File: config.mk
export PLATFORM = sky130hd
export DESIGN_NAME = alu_ctrl_sequencer
export DESIGN_NICKNAME = d
export VERILOG_FILES = /design/src/rtl/ezrisc_ctrl_pkg.sv /design/src/rtl/ezrisc_op_decode.sv /design/src/rtl/alu_ctrl_sequencer.sv
export SDC_FILE = /design/constraint.sdc
export NUM_CORES = 1
export LEC_CHECK = 0
export ABC_CLOCK_PERIOD_IN_PS = 1750
export CAP_MARGIN = 20
export CORE_ASPECT_RATIO = 0.6
export CORE_MARGIN = 1.5
export CORE_UTILIZATION = 35
export CTS_BUF_LIST = sky130_fd_sc_hd__clkbuf_8
export CTS_CLUSTER_DIAMETER = 150
export DETAILED_ROUTE_END_ITERATION = 10
export HOLD_SLACK_MARGIN = 0.05
export PLACE_DENSITY_LB_ADDON = 0.1
export SLEW_MARGIN = 20
export SYNTH_ARGS = -nofsm -noshare
export SYNTH_HDL_FRONTEND = slang
export SYNTH_SLANG_ARGS = --single-unit
File: constraint.sdc
create_clock -name clk -period 1.75 [get_ports clk]
set_input_delay 0.35 -clock clk [delete_from_list [all_inputs] [get_ports clk]]
set_output_delay 0.35 -clock clk [all_outputs]
set_load 0.005 [all_outputs]
File: src/rtl/ezrisc_ctrl_pkg.sv
// Shared encodings for the ezrisc control sequencer: opcodes, ALU functions,
// FSM states and instruction op classes.
package ezrisc_ctrl_pkg;

  localparam logic [4:0] OPC_ADD  = 5'd3;
  localparam logic [4:0] OPC_SUB  = 5'd4;
  localparam logic [4:0] OPC_AND  = 5'd5;
  localparam logic [4:0] OPC_OR   = 5'd6;
  localparam logic [4:0] OPC_ADDI = 5'd11;
  localparam logic [4:0] OPC_ANDI = 5'd12;
  localparam logic [4:0] OPC_ORI  = 5'd13;

  // Encodings match the datapath ALU function select.
  localparam logic [3:0] ALU_AND = 4'b0000;
  localparam logic [3:0] ALU_OR  = 4'b0001;
  localparam logic [3:0] ALU_ADD = 4'b0010;
  localparam logic [3:0] ALU_SUB = 4'b0011;

  typedef enum logic [2:0] {
    ST_IDLE,
    ST_T0,
    ST_T1,
    ST_T2,
    ST_T3,
    ST_T4,
    ST_T5,
    ST_HALT
  } state_t;

  typedef enum logic [1:0] {
    CLS_ITYPE,
    CLS_RTYPE,
    CLS_ILLEGAL
  } op_class_t;

endpackage

File: src/rtl/ezrisc_op_decode.sv
// Combinational opcode decoder: maps IR[31:27] to an op class and the ALU
// function the instruction uses in its execute step.
module ezrisc_op_decode
  import ezrisc_ctrl_pkg::*;
#(
  parameter int OPC_W    = 5,
  parameter int ALU_OP_W = 4
) (
  input  logic [OPC_W-1:0]    opcode,
  output op_class_t           op_class,
  output logic [ALU_OP_W-1:0] alu_op
);

  always_comb begin
    op_class = CLS_ILLEGAL;
    alu_op   = '0;
    case (opcode)
      OPC_W'(OPC_ADD):  begin op_class = CLS_RTYPE; alu_op = ALU_OP_W'(ALU_ADD); end
      OPC_W'(OPC_SUB):  begin op_class = CLS_RTYPE; alu_op = ALU_OP_W'(ALU_SUB); end
      OPC_W'(OPC_AND):  begin op_class = CLS_RTYPE; alu_op = ALU_OP_W'(ALU_AND); end
      OPC_W'(OPC_OR):   begin op_class = CLS_RTYPE; alu_op = ALU_OP_W'(ALU_OR);  end
      OPC_W'(OPC_ADDI): begin op_class = CLS_ITYPE; alu_op = ALU_OP_W'(ALU_ADD); end
      OPC_W'(OPC_ANDI): begin op_class = CLS_ITYPE; alu_op = ALU_OP_W'(ALU_AND); end
      OPC_W'(OPC_ORI):  begin op_class = CLS_ITYPE; alu_op = ALU_OP_W'(ALU_OR);  end
      default: ;
    endcase
  end

endmodule

File: src/rtl/alu_ctrl_sequencer.sv
// T-state control sequencer for fetch plus single-cycle ALU instructions.
// Outputs are decoded purely from the state and latched op-class registers.
module alu_ctrl_sequencer
  import ezrisc_ctrl_pkg::*;
#(
  parameter int OPC_W    = 5,
  parameter int ALU_OP_W = 4,
  parameter int CNT_W    = 16,
  parameter bit MEM_WAIT = 1'b1
) (
  input  logic                clk,
  input  logic                reset_n,
  input  logic                run,
  input  logic [OPC_W-1:0]    ir_opcode,
  input  logic                mem_ready,
  output logic                pc_out,
  output logic                mar_in,
  output logic                inc_pc,
  output logic                pc_in,
  output logic                read,
  output logic                mdr_in,
  output logic                mdr_out,
  output logic                ir_in,
  output logic                gra,
  output logic                grb,
  output logic                grc,
  output logic                r_in,
  output logic                r_out,
  output logic                y_in,
  output logic                c_out,
  output logic                z_in,
  output logic                z_low_out,
  output logic [ALU_OP_W-1:0] alu_op,
  output logic                busy,
  output logic                illegal,
  output logic [CNT_W-1:0]    retired
);

  state_t              state_q, state_d;
  op_class_t           cls_q, cls_d;
  logic [ALU_OP_W-1:0] aop_q, aop_d;
  logic [CNT_W-1:0]    retired_q, retired_d;

  op_class_t           dec_cls;
  logic [ALU_OP_W-1:0] dec_aop;

  ezrisc_op_decode #(
    .OPC_W    (OPC_W),
    .ALU_OP_W (ALU_OP_W)
  ) u_decode (
    .opcode   (ir_opcode),
    .op_class (dec_cls),
    .alu_op   (dec_aop)
  );

  always_comb begin
    state_d   = state_q;
    cls_d     = cls_q;
    aop_d     = aop_q;
    retired_d = retired_q;
    case (state_q)
      ST_IDLE: if (run) state_d = ST_T0;
      ST_T0:   state_d = ST_T1;
      ST_T1:   if (mem_ready || !MEM_WAIT) state_d = ST_T2;
      ST_T2:   state_d = ST_T3;
      // IR was loaded at the end of T2, so the opcode is stable here.
      ST_T3: begin
        cls_d   = dec_cls;
        aop_d   = dec_aop;
        state_d = (dec_cls == CLS_ILLEGAL) ? ST_HALT : ST_T4;
      end
      ST_T4:   state_d = ST_T5;
      ST_T5: begin
        retired_d = retired_q + CNT_W'(1);
        state_d   = run ? ST_T0 : ST_IDLE;
      end
      ST_HALT: state_d = ST_HALT;
      default: state_d = ST_IDLE;
    endcase
  end

  always_ff @(posedge clk or negedge reset_n) begin
    if (!reset_n) begin
      state_q   <= ST_IDLE;
      cls_q     <= CLS_ITYPE;
      aop_q     <= '0;
      retired_q <= '0;
    end else begin
      state_q   <= state_d;
      cls_q     <= cls_d;
      aop_q     <= aop_d;
      retired_q <= retired_d;
    end
  end

  always_comb begin
    pc_out    = 1'b0;
    mar_in    = 1'b0;
    inc_pc    = 1'b0;
    pc_in     = 1'b0;
    read      = 1'b0;
    mdr_in    = 1'b0;
    mdr_out   = 1'b0;
    ir_in     = 1'b0;
    gra       = 1'b0;
    grb       = 1'b0;
    grc       = 1'b0;
    r_in      = 1'b0;
    r_out     = 1'b0;
    y_in      = 1'b0;
    c_out     = 1'b0;
    z_in      = 1'b0;
    z_low_out = 1'b0;
    alu_op    = '0;
    case (state_q)
      ST_T0: begin
        pc_out = 1'b1;
        mar_in = 1'b1;
        inc_pc = 1'b1;
        z_in   = 1'b1;
        alu_op = ALU_OP_W'(ALU_ADD);
      end
      // Held through memory waits; reloading PC from Z repeatedly is harmless.
      ST_T1: begin
        z_low_out = 1'b1;
        pc_in     = 1'b1;
        read      = 1'b1;
        mdr_in    = 1'b1;
      end
      ST_T2: begin
        mdr_out = 1'b1;
        ir_in   = 1'b1;
      end
      ST_T3: begin
        grb   = 1'b1;
        r_out = 1'b1;
        y_in  = 1'b1;
      end
      ST_T4: begin
        z_in   = 1'b1;
        alu_op = aop_q;
        if (cls_q == CLS_ITYPE) begin
          c_out = 1'b1;
        end else if (cls_q == CLS_RTYPE) begin
          grc   = 1'b1;
          r_out = 1'b1;
        end
      end
      ST_T5: begin
        z_low_out = 1'b1;
        gra       = 1'b1;
        r_in      = 1'b1;
      end
      default: ;
    endcase
  end

  assign busy    = (state_q != ST_IDLE) && (state_q != ST_HALT);
  assign illegal = (state_q == ST_HALT);
  assign retired = retired_q;

endmodule

Word level (Yosys, flattened, before mapping)

Cells that the tools add are included.
Widths: inputs -> output; s select.

Input bits: 9
Bits in registers: 25

Equal/unequal tests: 19
Muxes and demuxes: 21
Reductions and logical operators: 11
Add/subtract/negate cells: 1

Operators with widths:

| operator              | count |
|---|---|
| $pmux 3 s8            | 1 |
| $add 16x1->16 const B | 1 |
| $eq 5x3->1 const B    | 3 |
| $eq 5x4->1 const B    | 3 |
| $mux 1                | 13 |
| $eq 3x3->1 const B    | 4 |
| $pmux 4 s2            | 1 |
| $reduce_or 2->1       | 4 |
| $eq 3x2->1 const B    | 2 |
| $mux 3                | 2 |
| $pmux 2 s3            | 1 |
| $eq 5x2->1 const B    | 1 |
| $ne 2x2->1 const B    | 2 |
| $pmux 2 s2            | 1 |
| $reduce_or 4->1       | 1 |
| $eq 3x1->1 const B    | 1 |
| $logic_not 3->1       | 1 |
| $ne 3x3->1 const B    | 1 |
| $reduce_bool 3->1     | 1 |
| $reduce_or 3->1       | 1 |
| $eq 2x1->1 const B    | 1 |
| $eq 2x2->1 const B    | 1 |
| $logic_not 2->1       | 1 |
| $mux 2                | 1 |
| 3 further kinds       | 3 |

Depth between registers and ports, before layout

Depth in word-level cells: 6
Mapped depth: 5
Gate-level depth less buffers: 4

Modules after synthesis

A second synthesis with hierarchy kept.

Cell total of the unflattened synthesis: 133
Area, all modules: 1373.8 sq um

By module, submodules not included:

| module             | area an instance (sq um) | instances | cells each | seq. area each (sq um) |
|---|---|---|---|---|
| alu_ctrl_sequencer | 1275.0                   | 1         | 119        | 625.6 |
| ezrisc_op_decode   | 98.8                     | 1         | 14         | 0.0 |

Worst setup path before layout

Ideal clock, no wire load.

Path kind: reg2out
Start: register state_q[0]
End: output pc_in
Cell stages (with the launch flop): 5
Setup slack: 232 ps
Data required time: 1400 ps
Data arrival time: 1168 ps
Cells stage by stage: dfrtp_1 > buf_2 > nor2b_1 > nor2b_1 > buf_4

Word-level cells in the longest chain between the ends: 2

Ends and longest elaborated chain:

| element                | line                     | text |
|---|---|---|
| start, declared        | alu_ctrl_sequencer.sv:39 | `state_t state_q, state_d;` |
| start signal, assigned | alu_ctrl_sequencer.sv:89 | `state_q <= state_d;` |
| $eq 3x2->1             | n/a                      |  |
| $mux 1                 | n/a                      |  |
| end, declared          | alu_ctrl_sequencer.sv:19 | `output logic pc_in,` |

Every way passes these cells.

Final worst setup path

Start: register state_q[0]
End: output grc

Word-level cells in the longest chain between the ends: 2

Ends and longest elaborated chain:

| element       | line                      | text |
|---|---|---|
| $eq 3x3->1    | alu_ctrl_sequencer.sv:115 | `case (state_q)` |
| $mux 1        | alu_ctrl_sequencer.sv:115 |  |
| end, declared | alu_ctrl_sequencer.sv:26  | `output logic grc,` |

Every way passes these cells.

==> flow_summary_export.csv <==
group,metric,value,unit
status,outcome,"completed",
die,die_height,48.7,um
worst_setup_path,required,1.40,ns
worst_setup_path,start_kind,"flop",
power_and_ir_drop,ir_worst_vdd,0.568,mV
worst_setup_path,cp-end-kind,"output pin",
power_and_ir_drop,p_total,2.42,mW
cts,clk_pin_slew_worst_paths,0.08,ns
power_and_ir_drop,leakagePower,0.904,nW
sta,maxSlewViolCount,0,
global_route,grt_max_degree,24,
worst_setup_path,r2r-end,"retired[15]",
sta,rsz0062_at_grt,"yes",
worst_setup_path,cp.arrival,1.35,ns
final_layout,drive_above_1_share,0.272,
die,io-pin-count,48,
routing,post_drt_wl_per_cell,13.1,um
worst_setup_path,rr_worst_depth,5,
global_route,track_usage,0.162,
cts,cts-root-buf,"clkbuf_8",
die,die-width,79.1,um
routing,drt_iter0_markers,61,
placed_design,port_buffers,45,
sta,hold_ws,0.443,ns
global_route,grt_pass1_wl,4.82,mm
logic_synthesis,synth_common_cells,"23 x dfrtp_1, 14 x xnor2_1, 12 x nand2_1",
final_layout,fin_nets,195,
sta,clock_skew,0.00739,ns
sta,min_period_over_period,0.970,
cts,clock_latency,0.26,ns
logic_synthesis,yosysTopAreaCellShare,0.473,
logic_synthesis,async_flop_share,1.00,
worst_setup_path,cp_max_fo,4,
logic_synthesis,synth_ff_type,"dfrtp_1",
sta,finalSetupViolations,0,
cts,clockBufferDepth,2,
logic_synthesis,synth_edf_count,0,
final_layout,antennaDiodeCount,0,
cts,cts_buffers,3,
worst_setup_path,crit_slowest_cell,"dfrtp_2",
cts,postCtsHoldBufs,0,
worst_hold_path,hp-class,"in2async",
cts,h-tree-depth,1,
logic_synthesis,synth_cell_type_count,30,
logic_synthesis,synth_area,1220,um^2
sta,fmax,589,MHz
logic_synthesis,yosysWarnings,0,
final_layout,fin_cells,229,
worst_setup_path,cp.depth,6,
sta,hold_viol,0,
routing,wl,3.00,mm
die,rows,16,
final_layout,post-route-util,0.566,
placed_design,dpl.cell_count,220,
cts,cts_sinks,23,
logic_synthesis,synth.avg_cell_area,9.65,um^2
final_layout,final_area,1860,um^2
routing,drt_drc_violations_left,0,
logic_synthesis,ys_seq_elements,23,
worst_setup_path,crit_start,"state_q[0]",
worst_setup_path,cp_num_buf_inv,3,
routing,viasPerCell,4.72,
routing,dr.pass1.iters,4,
global_route,grt_pass1_vias,1006,
worst_setup_path,crit_type,"reg2out",
routing,vias,1080,
power_and_ir_drop,powerDensity,1300,nW/um^2
global_route,antenna_found_initial,0,
sta,fin_crit,1.70,ns
logic_synthesis,synthTopCellsByArea,"dfrtp_1 47%, xnor2_1 10%, buf_4 6.2%, nand2_1 3.7%, nand3_1 2.9%",
logic_synthesis,ys_seq_area_frac,0.473,
cts,cts_tree,"built",
logic_synthesis,synthMostInstantiatedCell,"dfrtp_1",
placed_design,place_congestion,0.839,
die,core,3280,um^2
die,die-area,3850,um^2
placed_design,place_area,1760,um^2
worst_setup_path,endpoint,"grc",
placed_design,dp_hpwl,2.24,mm
die,start_util,0.370,
routing,drtAntennaViolNets,0,
final_layout,area_delta_synth_final,52.9,%
logic_synthesis,synth_top_cell_by_area,"dfrtp_1",
flow_run,cap_violations,0,
worst_setup_path,worstPathCellList,"buf_6, nand2b_4, inv_2, nand2_2, nor2_1, dlygate4sd2_1",
global_route,grt-ovfl-total,0,
logic_synthesis,synth_cells,126,
worst_setup_path,rrSetupSlack,0.10,ns
worst_setup_path,path_delay_family,"flip-flops",
worst_setup_path,r2r_start,"state_q[0]",
worst_setup_path,max_stage_delay,0.45,ns
## registers in the layout (all words and copies together), names as in the netlist, named ones only
signal	cells
aop_q	2
cls_q	2
retired	16
state_q	2
## metal layers
metal  wire (um)  vias up  global-route usage
li1            -      530                   -
met1        1590      505               0.244
met2        1190       43               0.228
met3         210        2              0.0491
met4          13        0              0.0322
met5           0        -                   0
## what timing repair did
action / 4_1_cts / 5_1_grt
gates resized for setup: 37 / 22
setup buffers: 3 / 2
pin swaps: 0 / 2
hold endpoints to repair: 0 / 0
endpoints found under the setup margin: 21 / 14
## where the power goes
part / internal (mW) / total [mW] / switching (mW)
clock: 0.156 / 0.316 / 0.160
combinational: 0.754 / 1.27 / 0.513
sequential: 0.666 / 0.832 / 0.166
total: 1.58 / 2.42 / 0.839
## cells by family after synthesis
logic type | synth area share
AOI/OAI and AO/OA | 0.0648
xor gates and xnor gates | 0.115
adders and majority gates | 0.0103
buffers and inverters | 0.0916
DFF | 0.473
muxes | 0.0185
other | 0.00308
and+or+nand+nor | 0.223
## cells in the final DEF, fill, tap and decap left out, types with 2 or more instances in the layout
| cell type | n |
|---|---|
| dfrtp_2 | 2 |
| nand2b_4 | 3 |
| buf_4 | 21 |
| nand2_2 | 2 |
| o21ai_0 | 5 |
| clkdlybuf4s50_1 | 24 |
| nand3_1 | 7 |
| xor2_1 | 2 |
| conb_1 | 2 |
| clkdlybuf4s15_1 | 2 |
| nand3b_1 | 2 |
| inv_2 | 3 |
| nand2_1 | 10 |
| mux2_1 | 2 |
| nor3_2 | 2 |
| nand4_1 | 3 |
| nor2b_4 | 2 |
| and3_1 | 5 |
| dlygate4sd2_1 | 11 |
| clkbuf_2 | 7 |
| and4_1 | 2 |
| nand2b_1 | 2 |
| clkbuf_8 | 3 |
| nor2_1 | 4 |
| xnor2_1 | 14 |
| dfrtp_1 | 21 |
| a21oi_1 | 5 |
| o22ai_1 | 2 |
| inv_1 | 3 |
## worst min-delay path by stage
| stage | end | slack (ns) | cells past startpoint |
|---|---|---|---|
| final | retired[12] | 0.44 | 2 |
| after detailed placement | retired[15] | 0.47 | 1 |
| after global placement | retired[15] | 0.47 | 1 |
| after floorplan | async pin | 0.05 | 0 |
| after global routing | retired[12] | 0.46 | 2 |
| after CTS | retired[12] | 0.45 | 2 |
## stage by stage
step | TNS (ns) | setup slack [ns]
floorplan | 0 | 0.232
global placement | -0.0207 | -0.0105
detailed placement | -0.0900 | -0.0218
CTS | -0.0473 | -0.0473
global route | -0.0304 | -0.0167
finish | 0 | 0.0519
## final cells by class
type | instances | area, um^2
inverter | 5 | 18.8
sequential | 23 | 578
clock buffer | 3 | 41.3
multi-input combinational | 85 | 596
tap | 45 | 56.3
timing repair buffer | 67 | 566
fill | 295 | 1420
clock inverter | 1 | 3.75
## worst register-to-register path, cell delays in order, from the launching register on
cell and delay, ns:
dfrtp_2 0.45, buf_4 0.16, and4b_1 0.27, and4_1 0.35, nand4_1 0.15, xnor2_1 0.15
No activity file was read; power rests on OpenSTA's default activity.
